[src/rtl/imem_loader.sv]
// imem_loader: streams a length-prefixed byte image into instruction memory
//   and holds the core in reset until the whole image has been written.
// Latency: mem_we is asserted 1 cycle after the fourth byte of a word is
//   accepted, so each word takes at least 5 cycles.
// Backpressure: byte_ready is combinational and is high only in LEN_LO, LEN_HI,
//   DATA and CHK. An idle source (byte_valid=0) stalls any state, with no timeout.
//
// Ports:
//   clk, reset            rising-edge clock, asynchronous active-high reset
//   start                 one-cycle load request (honoured in IDLE/DONE/ERR)
//   byte_valid/_data/_ready  byte source handshake
//   mem_we/addr/wdata     one-cycle word write strobe, word index, word data
//   cpu_hold              0 only once a load has completed
//   done, error           load result, held until the next start
//   words_written         count of words written by the current load
//
// Optional feature: define IMEM_LOADER_CHECKSUM_EN to add a trailing XOR
// checksum byte (CHK state) that must match the XOR of all data bytes.

module imem_loader (
   input  logic        clk,
   input  logic        reset,
   input  logic        start,
   input  logic        byte_valid,
   input  logic [7:0]  byte_data,
   output logic        byte_ready,
   output logic        mem_we,
   output logic [31:0] mem_addr,
   output logic [31:0] mem_wdata,
   output logic        cpu_hold,
   output logic        done,
   output logic        error,
   output logic [8:0]  words_written
);

   typedef enum logic [2:0] {
      S_IDLE   = 3'd0,
      S_LEN_LO = 3'd1,
      S_LEN_HI = 3'd2,
      S_DATA   = 3'd3,
      S_WRITE  = 3'd4,
`ifdef IMEM_LOADER_CHECKSUM_EN
      S_CHK    = 3'd5,
`endif
      S_DONE   = 3'd6,
      S_ERR    = 3'd7
   } state_t;

   state_t      state_q, state_d;
   logic [15:0] len_q,   len_d;
   logic [1:0]  lane_q,  lane_d;
   logic [31:0] word_q,  word_d;
   logic [8:0]  wcnt_q,  wcnt_d;
`ifdef IMEM_LOADER_CHECKSUM_EN
   logic [7:0]  csum_q,  csum_d;
`endif

   logic        xfer;
   logic [15:0] hdr_len;
   logic [8:0]  wcnt_inc;

   // Full length as it will look once the high header byte lands.
   assign hdr_len  = {byte_data, len_q[7:0]};
   assign wcnt_inc = wcnt_q + 9'd1;
   assign xfer     = byte_valid & byte_ready;

   always_comb begin
      byte_ready = 1'b0;
      case (state_q)
         S_LEN_LO, S_LEN_HI, S_DATA: byte_ready = 1'b1;
`ifdef IMEM_LOADER_CHECKSUM_EN
         S_CHK:                      byte_ready = 1'b1;
`endif
         default:                    byte_ready = 1'b0;
      endcase
   end

   // Address and data are gated to zero outside the write cycle so the
   // memory bus is quiet between words and while in reset.
   assign mem_we        = (state_q == S_WRITE);
   assign mem_addr      = mem_we ? {24'd0, wcnt_q[7:0]} : 32'd0;
   assign mem_wdata     = mem_we ? word_q : 32'd0;
   assign done          = (state_q == S_DONE);
   assign error         = (state_q == S_ERR);
   assign cpu_hold      = (state_q != S_DONE);
   assign words_written = wcnt_q;

   always_comb begin
      state_d = state_q;
      len_d   = len_q;
      lane_d  = lane_q;
      word_d  = word_q;
      wcnt_d  = wcnt_q;
`ifdef IMEM_LOADER_CHECKSUM_EN
      csum_d  = csum_q;
`endif
      case (state_q)
         S_IDLE, S_DONE, S_ERR: begin
            if (start) begin
               state_d = S_LEN_LO;
               len_d   = 16'd0;
               lane_d  = 2'd0;
               word_d  = 32'd0;
               wcnt_d  = 9'd0;
`ifdef IMEM_LOADER_CHECKSUM_EN
               csum_d  = 8'd0;
`endif
            end
         end
         S_LEN_LO: begin
            if (xfer) begin
               len_d[7:0] = byte_data;
               state_d    = S_LEN_HI;
            end
         end
         S_LEN_HI: begin
            if (xfer) begin
               len_d[15:8] = byte_data;
               // Capping L at 256 keeps every word index within 0..255.
               if (hdr_len == 16'd0 || hdr_len > 16'd256) state_d = S_ERR;
               else                                       state_d = S_DATA;
            end
         end
         S_DATA: begin
            if (xfer) begin
               word_d[{lane_q, 3'b000} +: 8] = byte_data;
               lane_d = lane_q + 2'd1;
`ifdef IMEM_LOADER_CHECKSUM_EN
               csum_d = csum_q ^ byte_data;
`endif
               if (lane_q == 2'd3) state_d = S_WRITE;
            end
         end
         S_WRITE: begin
            wcnt_d = wcnt_inc;
            if ({7'd0, wcnt_inc} < len_q) state_d = S_DATA;
`ifdef IMEM_LOADER_CHECKSUM_EN
            else                          state_d = S_CHK;
`else
            else                          state_d = S_DONE;
`endif
         end
`ifdef IMEM_LOADER_CHECKSUM_EN
         S_CHK: begin
            if (xfer) begin
               if (byte_data == csum_q) state_d = S_DONE;
               else                     state_d = S_ERR;
            end
         end
`endif
         default: state_d = S_IDLE;
      endcase
   end

   always_ff @(posedge clk or posedge reset) begin
      if (reset) begin
         state_q <= S_IDLE;
         len_q   <= 16'd0;
         lane_q  <= 2'd0;
         word_q  <= 32'd0;
         wcnt_q  <= 9'd0;
`ifdef IMEM_LOADER_CHECKSUM_EN
         csum_q  <= 8'd0;
`endif
      end else begin
         state_q <= state_d;
         len_q   <= len_d;
         lane_q  <= lane_d;
         word_q  <= word_d;
         wcnt_q  <= wcnt_d;
`ifdef IMEM_LOADER_CHECKSUM_EN
         csum_q  <= csum_d;
`endif
      end
   end

endmodule

[config.mk]
export PLATFORM = sky130hd
export DESIGN_NAME = imem_loader
export DESIGN_NICKNAME = d
export VERILOG_FILES = /design/src/rtl/imem_loader.sv
export SDC_FILE = /design/constraint.sdc
export NUM_CORES = 1
export LEC_CHECK = 0
export BUFFER_PORTS_ARGS = -buffer_cell sky130_fd_sc_hd__buf_2
export CAP_MARGIN = 20
export CORE_MARGIN = 10
export CORE_UTILIZATION = 55
export CTS_CLUSTER_SIZE = 8
export DETAILED_ROUTE_END_ITERATION = 8
export PLACE_DENSITY = 0.8
export SLEW_MARGIN = 20
export SYNTH_ARGS = -nofsm -noshare
export SYNTH_HDL_FRONTEND = slang
export SYNTH_SLANG_ARGS = --single-unit
[constraint.sdc]
create_clock -name clk -period 3.8 [get_ports clk]
set_clock_uncertainty 0.15 [all_clocks]
set_input_delay 0.19 -clock clk [delete_from_list [all_inputs] [get_ports clk]]
set_output_delay 0.19 -clock clk [all_outputs]
set_load 0.03 [all_outputs]
Word-level counts from Yosys, hierarchy flattened --
Index checks and enable logic that the tools add are counted.
Operators by class: bitwise operators 1, multipliers 0, div/mod/pow operators 0, equal/unequal tests 13, magnitude comparators 2, reductions and logical operators 14, mux-type cells 24, shift-type cells 2, add/sub/neg operators 3
Operators by type and width (number):
- 32-bit two-way mux | 3
- 32-bit one-hot mux with 2 select lines | 1
- 32-bit bitwise mux | 1
- 8-bit one-hot mux with 2 select lines | 2
- 8-bit by 7-bit variable shift with 32-bit output (first input constant) | 1
- 8-bit by 7-bit indexed part select with 32-bit output | 1
- 3-bit two-way mux | 7
- 9-bit one-hot mux with 2 select lines | 1
- 16-bit by 9-bit greater-than comparator with 1-bit output (second input constant) | 1
- 16-bit logical NOT | 1
- 9-bit by 16-bit less-than comparator with 1-bit output | 1
- 16-bit two-way mux | 1
- 8-bit two-way mux | 2
- 3-bit one-hot mux with 5 select lines | 1
- 2-bit inequality test (second input constant) | 5
- 9-bit by 1-bit adder with 9-bit output (second input constant) | 1
- 3-bit == test (second input constant) | 3
- 9-bit two-way mux | 1
- 3-bit AND reduction | 3
- 2-bit nonzero test | 4
- 5-bit negator with 7-bit output | 1
- 3-bit by 2-bit == test with 1-bit output (second input constant) | 2
- 3-bit OR reduction | 2
- 5-bit AND reduction | 1
- 11 further kinds | 12
Word-level totals: bits in writable memories 0, flip-flop bits (word level) 62, output and inout port bits 78, input bits 12, word-level logic and storage cells 65, memories 0, latch bits 0, memory bits (read-only) 0

Logic depth before layout (Yosys ltp) --
depth in word-level cells 6, gate-level depth with buffers 9, mapped depth without buffers 9

Worst setup path before layout --
OpenSTA, ideal clock, no wires.
path type flip-flop to flip-flop, start point register wcnt_q[0] (netlist: words_written[0]), end point register state_q[0], setup time 0.124 ns, cell stages (with the launch flop) 10, path slack 1.263 ns, path buffers 0, clock period less this slack 2.537 ns, arrival time 2.264 ns, required time 3.526 ns, path through dfrtp_1 -> ha_1 -> nand2_1 -> or2_2 -> xnor2_1 -> ha_1 -> nand4_1 -> a221oi_1 -> o21ai_0 -> a211o_1
Between the ends: word-level cells in the longest chain between the ends 4
Ends and longest elaborated chain:
- start: declaration | line 53 | logic [8:0] wcnt_q, wcnt_d;
- start signal: assignment | line 170 | wcnt_q <= wcnt_d;
- 9-bit by 1-bit adder with 9-bit output | line 64 | assign wcnt_inc = wcnt_q + 9'd1;
- 9-bit by 16-bit less-than comparator with 1-bit output | line 136 | if ({7'd0, wcnt_inc} < len_q) state_d = S_DATA;
- 3-bit two-way mux | line 136
- 3-bit one-hot mux with 5 select lines | line 97 | case (state_q)
- end signal: assignment | line 166 | state_q <= state_d;
- end: declaration | line 49 | state_t state_q, state_d;
Every way passes these cells. A chain may end at the register's enable or synchronous reset.

Final worst setup path --
start point register state_q[1], end point output mem_wdata[24]
Between the ends: word-level cells in the longest chain between the ends 2
Ends and longest elaborated chain:
- 3-bit == test | line 80 | assign mem_we = (state_q == S_WRITE);
- 32-bit two-way mux | line 82 | assign mem_wdata = mem_we ? word_q : 32'd0;
- end: declaration | line 29 | output logic [31:0] mem_wdata,
Every way passes these cells.

==> results_dict.tcl <==
set metrics [dict create \
    ff2ff_path_depth 5 \
    synth_top_area_share_pct 41.6 \
    root_buffer "clkbuf_8" \
    wirelength_mm 9.47 \
    antenna_cells 0 \
    internal_power_mw 1.43 \
    hold_depth 3 \
    synthArstFlopShare_pct 100 \
    rows 29 \
    fin_util_pct 64.2 \
    grt_max_degree 39 \
    drt_iter0_drc 237 \
    worstPathCellList "nor2_1 -> nand2_1 -> buf_4 -> nor2_1 -> buf_2" \
    wl_per_cell_um 16.9 \
    cap_violations 0 \
    post_cts_resized 0 \
    whs_ns 0.0245 \
    grt.overflow.total 0 \
    p_seq_share_pct 37.1 \
    grt_pass1_vias 3007 \
    worst_setup_path_start_kind "flip-flop" \
    combPwrFrac_pct 43.7 \
    cts.sinks 62 \
    cts.reportedPaths.clkPinSlew_ns 0.06 \
    layout_min_cycle_time_ns 3.15 \
    drt_first_pass_iters 5 \
    path_buf_inv 2 \
    core_mm2 0.00646 \
    syn_inst 418 \
    finalNetCount 505 \
    yosys-top-cells-area "dfrtp_1 (42%), mux2i_1 (9.4%), inv_1 (5.8%)" \
    ir_drop_mv 0.307 \
    powerDensity_mw_per_mm2 607 \
    r2r_end "words_written[5]" \
    cts_max_path_buffers 2 \
    slew_headroom_pct 39.2 \
    htreeDepth 3 \
    min_to "word_q[23]" \
    chipWidth_um 102 \
    area_growth_pct 11.2 \
    finalMaxSlewViolations 0 \
    r2r_slack_ns 1.13 \
    grt_usage_pct 18.6 \
    via_per_inst 5.42 \
    p_leak_nw 2.05 \
    worstPathRequired_ns 3.46 \
    syn-cell-area_mm2 0.00373 \
    hold_viol 0 \
    die_y_um 102 \
    antenna_found_initial 0 \
    netlist-cell-type-count 49 \
    slowest_stage "dfrtp_1" \
    rsz0062_at_grt "no" \
    p_switching_mw 1.09 \
    drt_drc_violations_left 0 \
    switching_share_pct 43.3 \
    cts_tree "built" \
    synth_top_area_cell "dfrtp_1" \
    max_stage_delay_ns 0.58 \
    tns_ns 0 \
    grt_pass1_wl_mm 15.4 \
    arrival_ns 2.81 \
    worstSetupPathType "reg2out" \
    start_util_pct 57.7 \
    ys_warn_count 0 \
    finalSetupViolCount 0 \
    r2r-start "state_q[1]" \
    fin_crit_sh_pct 82.8 \
    place_congestion 0.848 \
    crit_path_frequent_cell "nor2_1" \
    hold_class "in2reg" \
    ys_ff_latch 62 \
    max_freq_mhz 318 \
    dp_hpwl_mm 6.85 \
    io_buffer_count 65 \
    cp_top_family "simple AND/OR/NAND/NOR gates" \
    outcome "finished clean" \
    synth_flop_cell "dfrtp_1" \
    routed-via-count 3038 \
    syn_avg_cell_area_um2 8.92 \
    numCtsBuffers 9 \
    worstSkewPairLatency_ns 0.35 \
    holdCritStartpoint "byte_data[7]" \
    cts_setup_buffers 0 \
    cp_max_fo 20 \
    antenna_left 0 \
    die_area_mm2 0.0105 \
    io_pins 90 \
    synth_edf_count 0 \
    worstSetupEndpointType "primary output" \
    drive_above_1_share_pct 19.2 \
    fill_cells 538 \
    max_slew.worst_pin.slew_ns 0.905 \
    yosysSeqAreaShare_pct 41.6 \
    clkPwrFrac_pct 19.1 \
]
[layout by cell type (no fill, tap or decap), types with 13 or more instances in the layout]
cell type	instances
buf_2	65
dfrtp_1	62
inv_1	57
nand2_1	40
nor2_1	40
mux2i_1	35
nand3_1	24
conb_1	24
o21ai_0	23
ha_1	13
[flip-flops by register name, summed over array words and instances (netlist names)]
| name | flops |
|---|---|
| state_q | 3 |
| lane_q | 2 |
| word_q | 32 |
| len_q | 16 |
| words_written | 9 |
[cell families after synthesis]
logic type,share of synthesized area (%)
xor gates and xnor gates,1.64
AOI/OAI and AO/OA,10.9
DFF,41.6
other,0.101
and+or+nand+nor,18.6
muxes,9.39
buffers and inverters,13.4
adders and majority gates,4.36
[area by class of cell]
| cell class | instances | area, um2 | area share (%) |
|---|---|---|---|
| multi-input cells | 278 | 1760 | 42.5 |
| flip-flops and latches | 62 | 1550 | 37.4 |
| repair buffers | 70 | 365 | 8.81 |
| inverters | 59 | 221 | 5.34 |
| clock buffers | 13 | 139 | 3.35 |
| well taps | 77 | 96.3 | 2.32 |
| clock inverters | 2 | 10.0 | 0.241 |
[per-stage QoR]
step / power (mW) / setup slack, ns / cell area [um2] / cells
floorplan: 1.83 / 1.26 / 3820 / 441
global placement: 1.99 / 1.10 / 3990 / 545
detailed placement: 2.03 / 1.10 / 3990 / 545
CTS: 2.51 / 0.714 / 4150 / 561
global route: 2.68 / 0.464 / 4150 / 561
finish: 2.52 / 0.655 / 4150 / 561
[layer usage]
layer	vias to the layer above	global-route usage (%)	part of all wire [%]
li1	1459	-	-
met5	-	0	0
met3	16	4.18	6.7
met1	1457	23.3	41
met2	106	30.6	50
met4	0	7.27	1.8
[worst reg2reg max path: stages (launching register included)]
cell and delay [ns]:
dfrtp_1 0.58, nor2_1 0.57, nand2_1 0.56, buf_4 0.40, a2bb2oi_1 0.17, mux2i_1 0.16
[synthesized netlist by cell type, drive strengths merged, types with 7 or more instances]
| cell type | n |
|---|---|
| a21oi | 7 |
| a22o | 7 |
| and3 | 8 |
| buf | 32 |
| clkbuf | 10 |
| dfrtp | 62 |
| ha | 13 |
| inv | 59 |
| mux2i | 35 |
| nand2 | 40 |
| nand3 | 25 |
| nor2 | 40 |
| nor3 | 10 |
| o21ai | 23 |
[worst max path at each step]
stage	from	endpoint	slack, ns	depth (start not counted)
after CTS	state_q[1]	mem_wdata[24]	0.71	5
final	state_q[1]	mem_wdata[24]	0.65	5
after floorplan	words_written[0]	state_q[0]	1.26	9
after global placement	state_q[1]	mem_wdata[22]	1.10	5
after detailed placement	state_q[1]	mem_wdata[24]	1.10	5
after global routing	state_q[1]	mem_wdata[17]	0.46	5
[power groups by stage]
stage | clock network, mW | registers [mW] | logic [mW]
global route | 0.521 | 0.957 | 1.20
floorplan | 0 | 0.875 | 0.951
detailed placement | 0 | 0.942 | 1.08
CTS | 0.489 | 0.931 | 1.09
finish | 0.482 | 0.935 | 1.10
global placement | 0 | 0.934 | 1.06
[timing repair]
action / 4_1_cts / 5_1_grt
hold buffers: 1 / 0
setup endpoints to repair: 0 / 0
endpoints found under the hold margin: 37 / 0
No activity file was read; power rests on OpenSTA's default activity.
